[src/rtl/jtbubl_colmix_if.sv]
// jtbubl_colmix_if
//   CPU-side palette bus of the colour mixer.
//   master : CPU (drives strobe/address/data, receives read data)
//   slave  : colour mixer (receives strobe/address/data, drives read data)
// Signals
//   pal_cs    palette chip select
//   cpu_rnw   1 = read, 0 = write
//   cpu_addr  [8:1] palette entry, [0] byte select (0 = {R,G}, 1 = {B,x})
//   cpu_dout  write data from the CPU
//   pal_dout  registered read data back to the CPU
interface jtbubl_colmix_if;
    logic       pal_cs;
    logic       cpu_rnw;
    logic [8:0] cpu_addr;
    logic [7:0] cpu_dout;
    logic [7:0] pal_dout;

    modport master (output pal_cs, cpu_rnw, cpu_addr, cpu_dout, input pal_dout);
    modport slave  (input pal_cs, cpu_rnw, cpu_addr, cpu_dout, output pal_dout);
endinterface

[src/rtl/jtbubl_colmix.sv]
// jtbubl_colmix
//   Colour mixer behind jtbubl_gfx: maps the 8-bit palette index to 12-bit RGB
//   through a CPU-writable 256x16 palette (two 256x8 banks) and delays the
//   blanking signals so they line up with the pixel data.
// Ports
//   clk, rst          single clock, synchronous active-high reset
//   pxl_cen_i         pixel clock enable; the video pipeline only moves on it
//   lhbl_i, lvbl_i    blanking inputs, active low, undelayed
//   col_addr_i        palette index, sampled on pxl_cen_i
//   gfx_en_i          debug layer mask (only with JTBUBL_GFX_MASK_EN)
//   cpu               palette bus (jtbubl_colmix_if.slave)
//   red_o/green_o/blue_o  pixel colour, forced to 0 while blanked
//   lhbl_dly_o, lvbl_dly_o  blanking delayed by BLANK_DLY pixels
// Parameters
//   BLANK_DLY  blanking delay in pixels; must match the pixel pipeline (2)
//   SIMFILE    palette preload name for simulation models; unused in this RTL
// Configuration
//   JTBUBL_GFX_MASK_EN  when defined, gfx_en_i = 0 forces the index to 8'hFF
//                       (backdrop entry); when undefined gfx_en_i is ignored.
module jtbubl_colmix #(
    parameter int BLANK_DLY = 2,
    parameter     SIMFILE   = ""
) (
    input  logic                  clk,
    input  logic                  rst,
    input  logic                  pxl_cen_i,
    input  logic                  lhbl_i,
    input  logic                  lvbl_i,
    input  logic [7:0]            col_addr_i,
    input  logic                  gfx_en_i,
    jtbubl_colmix_if.slave        cpu,
    output logic [3:0]            red_o,
    output logic [3:0]            green_o,
    output logic [3:0]            blue_o,
    output logic                  lhbl_dly_o,
    output logic                  lvbl_dly_o
);
    // Palette banks: even = {R,G}, odd = {B,x}. Not reset, so the CPU's
    // palette survives a core reset.
    logic [7:0] pal_even [256];
    logic [7:0] pal_odd  [256];

    logic [7:0]           cpu_entry;
    logic                 cpu_we;
    logic                 cpu_re;
    logic [7:0]           vid_idx;

    logic [11:0]          pix_d,  pix_q;
    logic [11:0]          rgb_d,  rgb_q;
    logic [BLANK_DLY-1:0] lhbl_d, lhbl_q;
    logic [BLANK_DLY-1:0] lvbl_d, lvbl_q;
    logic [7:0]           dout_d, dout_q;

    assign cpu_entry = cpu.cpu_addr[8:1];
    assign cpu_we    = cpu.pal_cs & ~cpu.cpu_rnw;
    assign cpu_re    = cpu.pal_cs &  cpu.cpu_rnw;

`ifdef JTBUBL_GFX_MASK_EN
    // Masked layer shows the backdrop colour, decided per pixel.
    assign vid_idx = gfx_en_i ? col_addr_i : 8'hFF;
`else
    logic unused_gfx_en;
    assign unused_gfx_en = gfx_en_i;
    assign vid_idx       = col_addr_i;
`endif

    // CPU write port. The video/CPU read registers sample the arrays on the
    // same edge through non-blocking updates, so a colliding read sees the
    // old entry (read-first).
    always_ff @(posedge clk) begin
        if (cpu_we) begin
            if (cpu.cpu_addr[0]) pal_odd[cpu_entry]  <= cpu.cpu_dout;
            else                 pal_even[cpu_entry] <= cpu.cpu_dout;
        end
    end

    always_comb begin
        // S0/S1: index sampled and both bytes fetched in one registered read.
        // The low nibble of the odd byte never reaches video.
        pix_d  = {pal_even[vid_idx], pal_odd[vid_idx][7:4]};
        // S2: the blank bits travelling with pix_q are one stage behind the
        // delay-line input, i.e. the bits that become lhbl/lvbl_dly on this edge.
        rgb_d  = (lhbl_q[BLANK_DLY-2] & lvbl_q[BLANK_DLY-2]) ? pix_q : 12'h000;
        lhbl_d = {lhbl_q[BLANK_DLY-2:0], lhbl_i};
        lvbl_d = {lvbl_q[BLANK_DLY-2:0], lvbl_i};
        dout_d = cpu.cpu_addr[0] ? pal_odd[cpu_entry] : pal_even[cpu_entry];
    end

    always_ff @(posedge clk) begin
        if (rst) begin
            pix_q  <= '0;
            rgb_q  <= '0;
            lhbl_q <= '0;
            lvbl_q <= '0;
            dout_q <= '0;
        end else begin
            if (pxl_cen_i) begin
                pix_q  <= pix_d;
                rgb_q  <= rgb_d;
                lhbl_q <= lhbl_d;
                lvbl_q <= lvbl_d;
            end
            if (cpu_re) dout_q <= dout_d;
        end
    end

    assign cpu.pal_dout = dout_q;
    assign red_o        = rgb_q[11:8];
    assign green_o      = rgb_q[7:4];
    assign blue_o       = rgb_q[3:0];
    assign lhbl_dly_o   = lhbl_q[BLANK_DLY-1];
    assign lvbl_dly_o   = lvbl_q[BLANK_DLY-1];
endmodule
[src/flat_wrapper.sv]
// flat-port wrapper written by rule: the top's interface ports become plain ports
module jtbubl_colmix_flat 
#(
    parameter int BLANK_DLY = 2,
    parameter     SIMFILE   = ""
)
  (clk, rst, pxl_cen_i, lhbl_i, lvbl_i, col_addr_i, gfx_en_i, red_o, green_o, blue_o, lhbl_dly_o, lvbl_dly_o, cpu_pal_cs, cpu_cpu_rnw, cpu_cpu_addr, cpu_cpu_dout, cpu_pal_dout);
  jtbubl_colmix_if cpu_i ();
  input  logic clk;
  input  logic rst;
  input  logic pxl_cen_i;
  input  logic lhbl_i;
  input  logic lvbl_i;
  input  logic [7:0] col_addr_i;
  input  logic gfx_en_i;
  output logic [3:0] red_o;
  output logic [3:0] green_o;
  output logic [3:0] blue_o;
  output logic lhbl_dly_o;
  output logic lvbl_dly_o;
  input wire logic [$bits(cpu_i.pal_cs)-1:0] cpu_pal_cs;
  input wire logic [$bits(cpu_i.cpu_rnw)-1:0] cpu_cpu_rnw;
  input wire logic [$bits(cpu_i.cpu_addr)-1:0] cpu_cpu_addr;
  input wire logic [$bits(cpu_i.cpu_dout)-1:0] cpu_cpu_dout;
  output wire logic [$bits(cpu_i.pal_dout)-1:0] cpu_pal_dout;
  assign cpu_i.pal_cs = cpu_pal_cs;
  assign cpu_i.cpu_rnw = cpu_cpu_rnw;
  assign cpu_i.cpu_addr = cpu_cpu_addr;
  assign cpu_i.cpu_dout = cpu_cpu_dout;
  assign cpu_pal_dout = cpu_i.pal_dout;
  jtbubl_colmix #(.BLANK_DLY(BLANK_DLY), .SIMFILE(SIMFILE)) u_core (.clk(clk), .rst(rst), .pxl_cen_i(pxl_cen_i), .lhbl_i(lhbl_i), .lvbl_i(lvbl_i), .col_addr_i(col_addr_i), .gfx_en_i(gfx_en_i), .cpu(cpu_i), .red_o(red_o), .green_o(green_o), .blue_o(blue_o), .lhbl_dly_o(lhbl_dly_o), .lvbl_dly_o(lvbl_dly_o));
endmodule
[config.mk]
export PLATFORM = sky130hd
export DESIGN_NAME = jtbubl_colmix_flat
export DESIGN_NICKNAME = d
export VERILOG_FILES = /design/src/rtl/jtbubl_colmix_if.sv /design/src/rtl/jtbubl_colmix.sv /design/src/flat_wrapper.sv
export SDC_FILE = /design/constraint.sdc
export NUM_CORES = 2
export LEC_CHECK = 0
export ABC_CLOCK_PERIOD_IN_PS = 3600
export CAP_MARGIN = 10
export CORE_ASPECT_RATIO = 0.75
export CORE_MARGIN = 8
export CORE_UTILIZATION = 50
export DETAILED_ROUTE_END_ITERATION = 16
export PLACE_DENSITY = 0.68
export SYNTH_ARGS = -nofsm -noshare
export SYNTH_HDL_FRONTEND = slang
export SYNTH_SLANG_ARGS = --single-unit
[constraint.sdc]
create_clock -name clk -period 3.6 [get_ports clk]
set_input_delay 0.72 -clock clk [delete_from_list [all_inputs] [get_ports clk]]
set_output_delay 0.72 -clock clk [all_outputs]
set_load 0.03 [all_outputs]
==> flow_summary_export.csv <==
group,metric,value,unit
outcome,status,"finished, violations left",
outcome,violations,"negative setup slack",
cells_and_area,final-seq-area,0.124,sq mm
die,dieWidth,716,microns
global_routing,antenna_found_initial,74,
detailed_routing,drt-wirelength-per-cell,44.3,microns
detailed_routing,route.detailed.drc,0,
detailed_routing,dr.pass1.iters,8,
critical_path,end_kind,"register",
power_and_ir_drop,leakage,71.0,nW
placement,dp.final_hpwl,500,mm
clock_network,root_buffer,"clkbuf_16",
clock_network,cts_sinks,4132,
synth,synth_ff_type,"edfxtp_1",
clock_network,cts_hold_buf,0,
clock_network,cts_tree,"built",
cells_and_area,design_area,0.218,sq mm
die,core_area,0.367,sq mm
power_and_ir_drop,totalPowerFinal,106,mW
clock_network,numCtsBuffers,398,
die,start_util,0.501,
synth,synth_area_leaders,"edfxtp_1 67%, mux4_2 25%, nor2_1 1.2%",
cells_and_area,postLayoutCoreUtil,0.595,
timing,min_period_over_period,1.01,
hold_path,hold_path_class,"input port to register",
cells_and_area,nNetsFinal,10455,
placement,place_congestion,1.01,
synth,synth.avg_cell_area,20.8,sq um
power_and_ir_drop,power_frac_comb,0.091,
detailed_routing,antenna_left,0,
power_and_ir_drop,internal_power,80.9,mW
clock_network,postCtsSetupRepairBufs,0,
timing,fmax,275,MHz
cells_and_area,fill_cells,25955,
critical_path,cp.required,4.53,ns
clock_network,cts.clk_slew.worst_paths,0.07,ns
die,io_pins,55,
job,drv_cap,0,
global_routing,grt-ovfl-total,0,
critical_path,worstSetupStartpointType,"input port",
timing,slew_headroom,0.138,
synth,synthesis.nets,8862,
synth,syn_area,0.184,sq mm
synth,seq_area_frac_synth,0.673,
synth,synth_top_area_frac,0.669,
synth,synth_cell_types,68,
critical_path,crit_type,"input port to register",
power_and_ir_drop,p_sw,25.0,mW
power_and_ir_drop,ir_drop,0.000430,V
synth,synth_enable_flop_cells,4096,
placement,place_area,0.205,sq mm
cells_and_area,area_delta_synth_final,18.8,%
synth,synth-seq-cells,4132,
timing,setup_ws,-0.0395,ns
timing,setup_violations,2,
die,fp.dieH,541,microns
power_and_ir_drop,p_per_area,484,mW/mm^2
detailed_routing,routed_via_density,7.24,
timing,hold_viol_final,0,
timing,rsz0062_at_grt,"yes",
detailed_routing,drt_iter0_drc,21724,
placement,io_buffers,53,
clock_network,cts_buffer_depth,4,
timing,skew,0.0686,ns
timing,fin_crit,3.64,ns
global_routing,grt_pass1_vias,108407,
timing,worstMarginPinSlew,1.29,ns
critical_path,worstPathArrival,4.57,ns
power_and_ir_drop,seqPwrFrac,0.500,
clock_network,htree_levels,5,
critical_path,critPathMaxFanout,21,
detailed_routing,vias,113448,
die,die_area,0.388,sq mm
synth,synthArstFlopShare,0,
timing,slew_viol_final,0,
global_routing,grt_max_degree,139,
global_routing,track_usage,0.353,
synth,ys_warn_count,0,
power_and_ir_drop,p_clk_frac,0.409,
die,num_rows,193,
detailed_routing,routed_wl,694,mm
cells_and_area,multiInputGateArea,0.0572,sq mm
global_routing,grt_pass1_wl,934,mm
power_and_ir_drop,swShare,0.236,
clock_network,clk_latency,1.05,ns
synth,synth_top_area_cell,"edfxtp_1",
synth,synthCells,8829,
cells_and_area,drive_gt1_frac,0.424,
-- layout make-up --
type | instances | share of cell area
multi-input cells | 3995 | 0.262
repair buffers | 1891 | 0.0832
diodes | 39 | 0.000447
well taps | 4875 | 0.0279
clock inverters | 239 | 0.0127
clock buffers | 484 | 0.0475
inverters | 4 | 0.000115
flip-flops and latches | 4132 | 0.566
-- cell families (layout without fill, tap and decap cells) --
group | count (synthesis) | count (layout) | share of synthesized area
muxes | 2238 | 2238 | 0.259
DFF | 4132 | 4132 | 0.673
and+or+nand+nor | 1215 | 1215 | 0.0294
buffers and inverters | 702 | 2618 | 0.0183
other | 0 | 39 | 0
AOI/OAI and AO/OA | 542 | 542 | 0.0209
-- timing repair --
item                       4_1_cts  5_1_grt
pin swaps                        0        2
setup endpoints to repair        1        4
cloned                           0        1
resized for setup                3       11
-- through the flow --
| stage | TNS (ns) | worst slack [ns] | hold WS (ns) | std cells |
|---|---|---|---|---|
| after floorplan | -19.30 | -0.0386 | 0.451 | 8829 |
| after global placement | -10.76 | -1.47 | 0.486 | 14896 |
| after detailed placement | -12.00 | -1.42 | 0.500 | 14896 |
| after CTS | 0 | 0.00943 | 0.148 | 15619 |
| after global routing | -0.0558 | -0.0558 | 0.195 | 15623 |
| final | -0.0730 | -0.0395 | 0.159 | 15659 |
-- worst max-delay path, stage by stage --
cell	delay, ns
buf_16	0.19
buf_12	0.24
buf_12	0.20
buf_4	0.39
mux4_2	0.40
nor3_1	0.08
nor3_1	0.63
o2111ai_1	0.69
nand4_1	0.29
a21oi_1	0.26
o41ai_1	0.38
-- synth_stat cells, types with 5 or more instances --
| library cell | instances |
|---|---|
| o221ai_1 | 6 |
| a32oi_1 | 25 |
| a31oi_1 | 30 |
| mux2i_1 | 191 |
| o211ai_1 | 10 |
| buf_4 | 102 |
| and4_1 | 5 |
| nand4_1 | 40 |
| nand2b_1 | 35 |
| a22oi_1 | 169 |
| nand2_1 | 262 |
| mux2_2 | 38 |
| nand3_1 | 127 |
| a2111oi_2 | 9 |
| a21oi_1 | 110 |
| nor2b_1 | 27 |
| a221oi_1 | 18 |
| a22o_1 | 24 |
| a211oi_1 | 17 |
| dfxtp_1 | 36 |
| o2111ai_1 | 7 |
| nor2_1 | 598 |
| nor3b_1 | 9 |
| buf_6 | 18 |
| and3_1 | 18 |
| a2111oi_0 | 11 |
| o41ai_1 | 5 |
| edfxtp_1 | 4096 |
| mux4_2 | 2009 |
| o22ai_1 | 48 |
| clkbuf_1 | 321 |
| and2_1 | 5 |
| nor4_1 | 13 |
| buf_2 | 168 |
| nand3b_1 | 12 |
| o21ai_0 | 27 |
| buf_1 | 89 |
| nor4bb_1 | 8 |
| nor3_1 | 25 |
-- flip-flops by register name, summed over array words and instances, names as in the netlist --
register	cells
u_core.cpu.pal_dout	8
u_core.lhbl_q	2
u_core.lvbl_q	2
u_core.pal_even	2048
u_core.pal_odd	2048
u_core.pix_q	12
u_core.rgb_q	12
-- final timing paths --
| kind | startpoint | slack, ns | to | cells past startpoint |
|---|---|---|---|---|
| worst max register to register | u_core.pal_odd[58][7] | 0.01 | u_core.cpu.pal_dout[7] | 10 |
| worst min register to register | u_core.lhbl_q[1] | 0.51 | u_core.lhbl_q[1] | 2 |
| worst min-delay path | cpu_cpu_dout[1] | 0.16 | u_core.pal_even[155][1] | 1 |
| worst max-delay path | cpu_cpu_addr[2] | -0.04 | u_core.cpu.pal_dout[2] | 11 |
-- routing by layer --
layer / vias to the layer above / part of all wire / global-route usage
li1: 41515 / - / -
met1: 60675 / 0.36 / 0.497
met2: 9800 / 0.41 / 0.476
met3: 1404 / 0.18 / 0.173
met4: 54 / 0.043 / 0.132
met5: - / 0.00083 / 0.00404
-- cells in the final DEF, fill, tap and decap left out, drive strengths merged, types with 35 or more instances in the layout --
cell type and n:
a22oi 169, mux4 2009, diode 39, nand2 262, mux2 38, nand4 40
nand2b 35, o22ai 48, bufinv 51, clkbuf 485, a21oi 110, clkinv 160
mux2i 191, buf 1859, nor2 599, nand3 127, edfxtp 4096, dfxtp 36
-- power by group through the flow --
stage               Sequential, mW  Combinational (mW)  Clock (mW)
finish                        53.0                9.62        43.3
global placement              54.0                9.17           0
global route                  52.9                9.69        45.1
floorplan                     54.0                4.16           0
CTS                           53.0                9.29        43.5
detailed placement            54.0                9.26           0
Note: power is estimated with default switching activity, not from simulation.
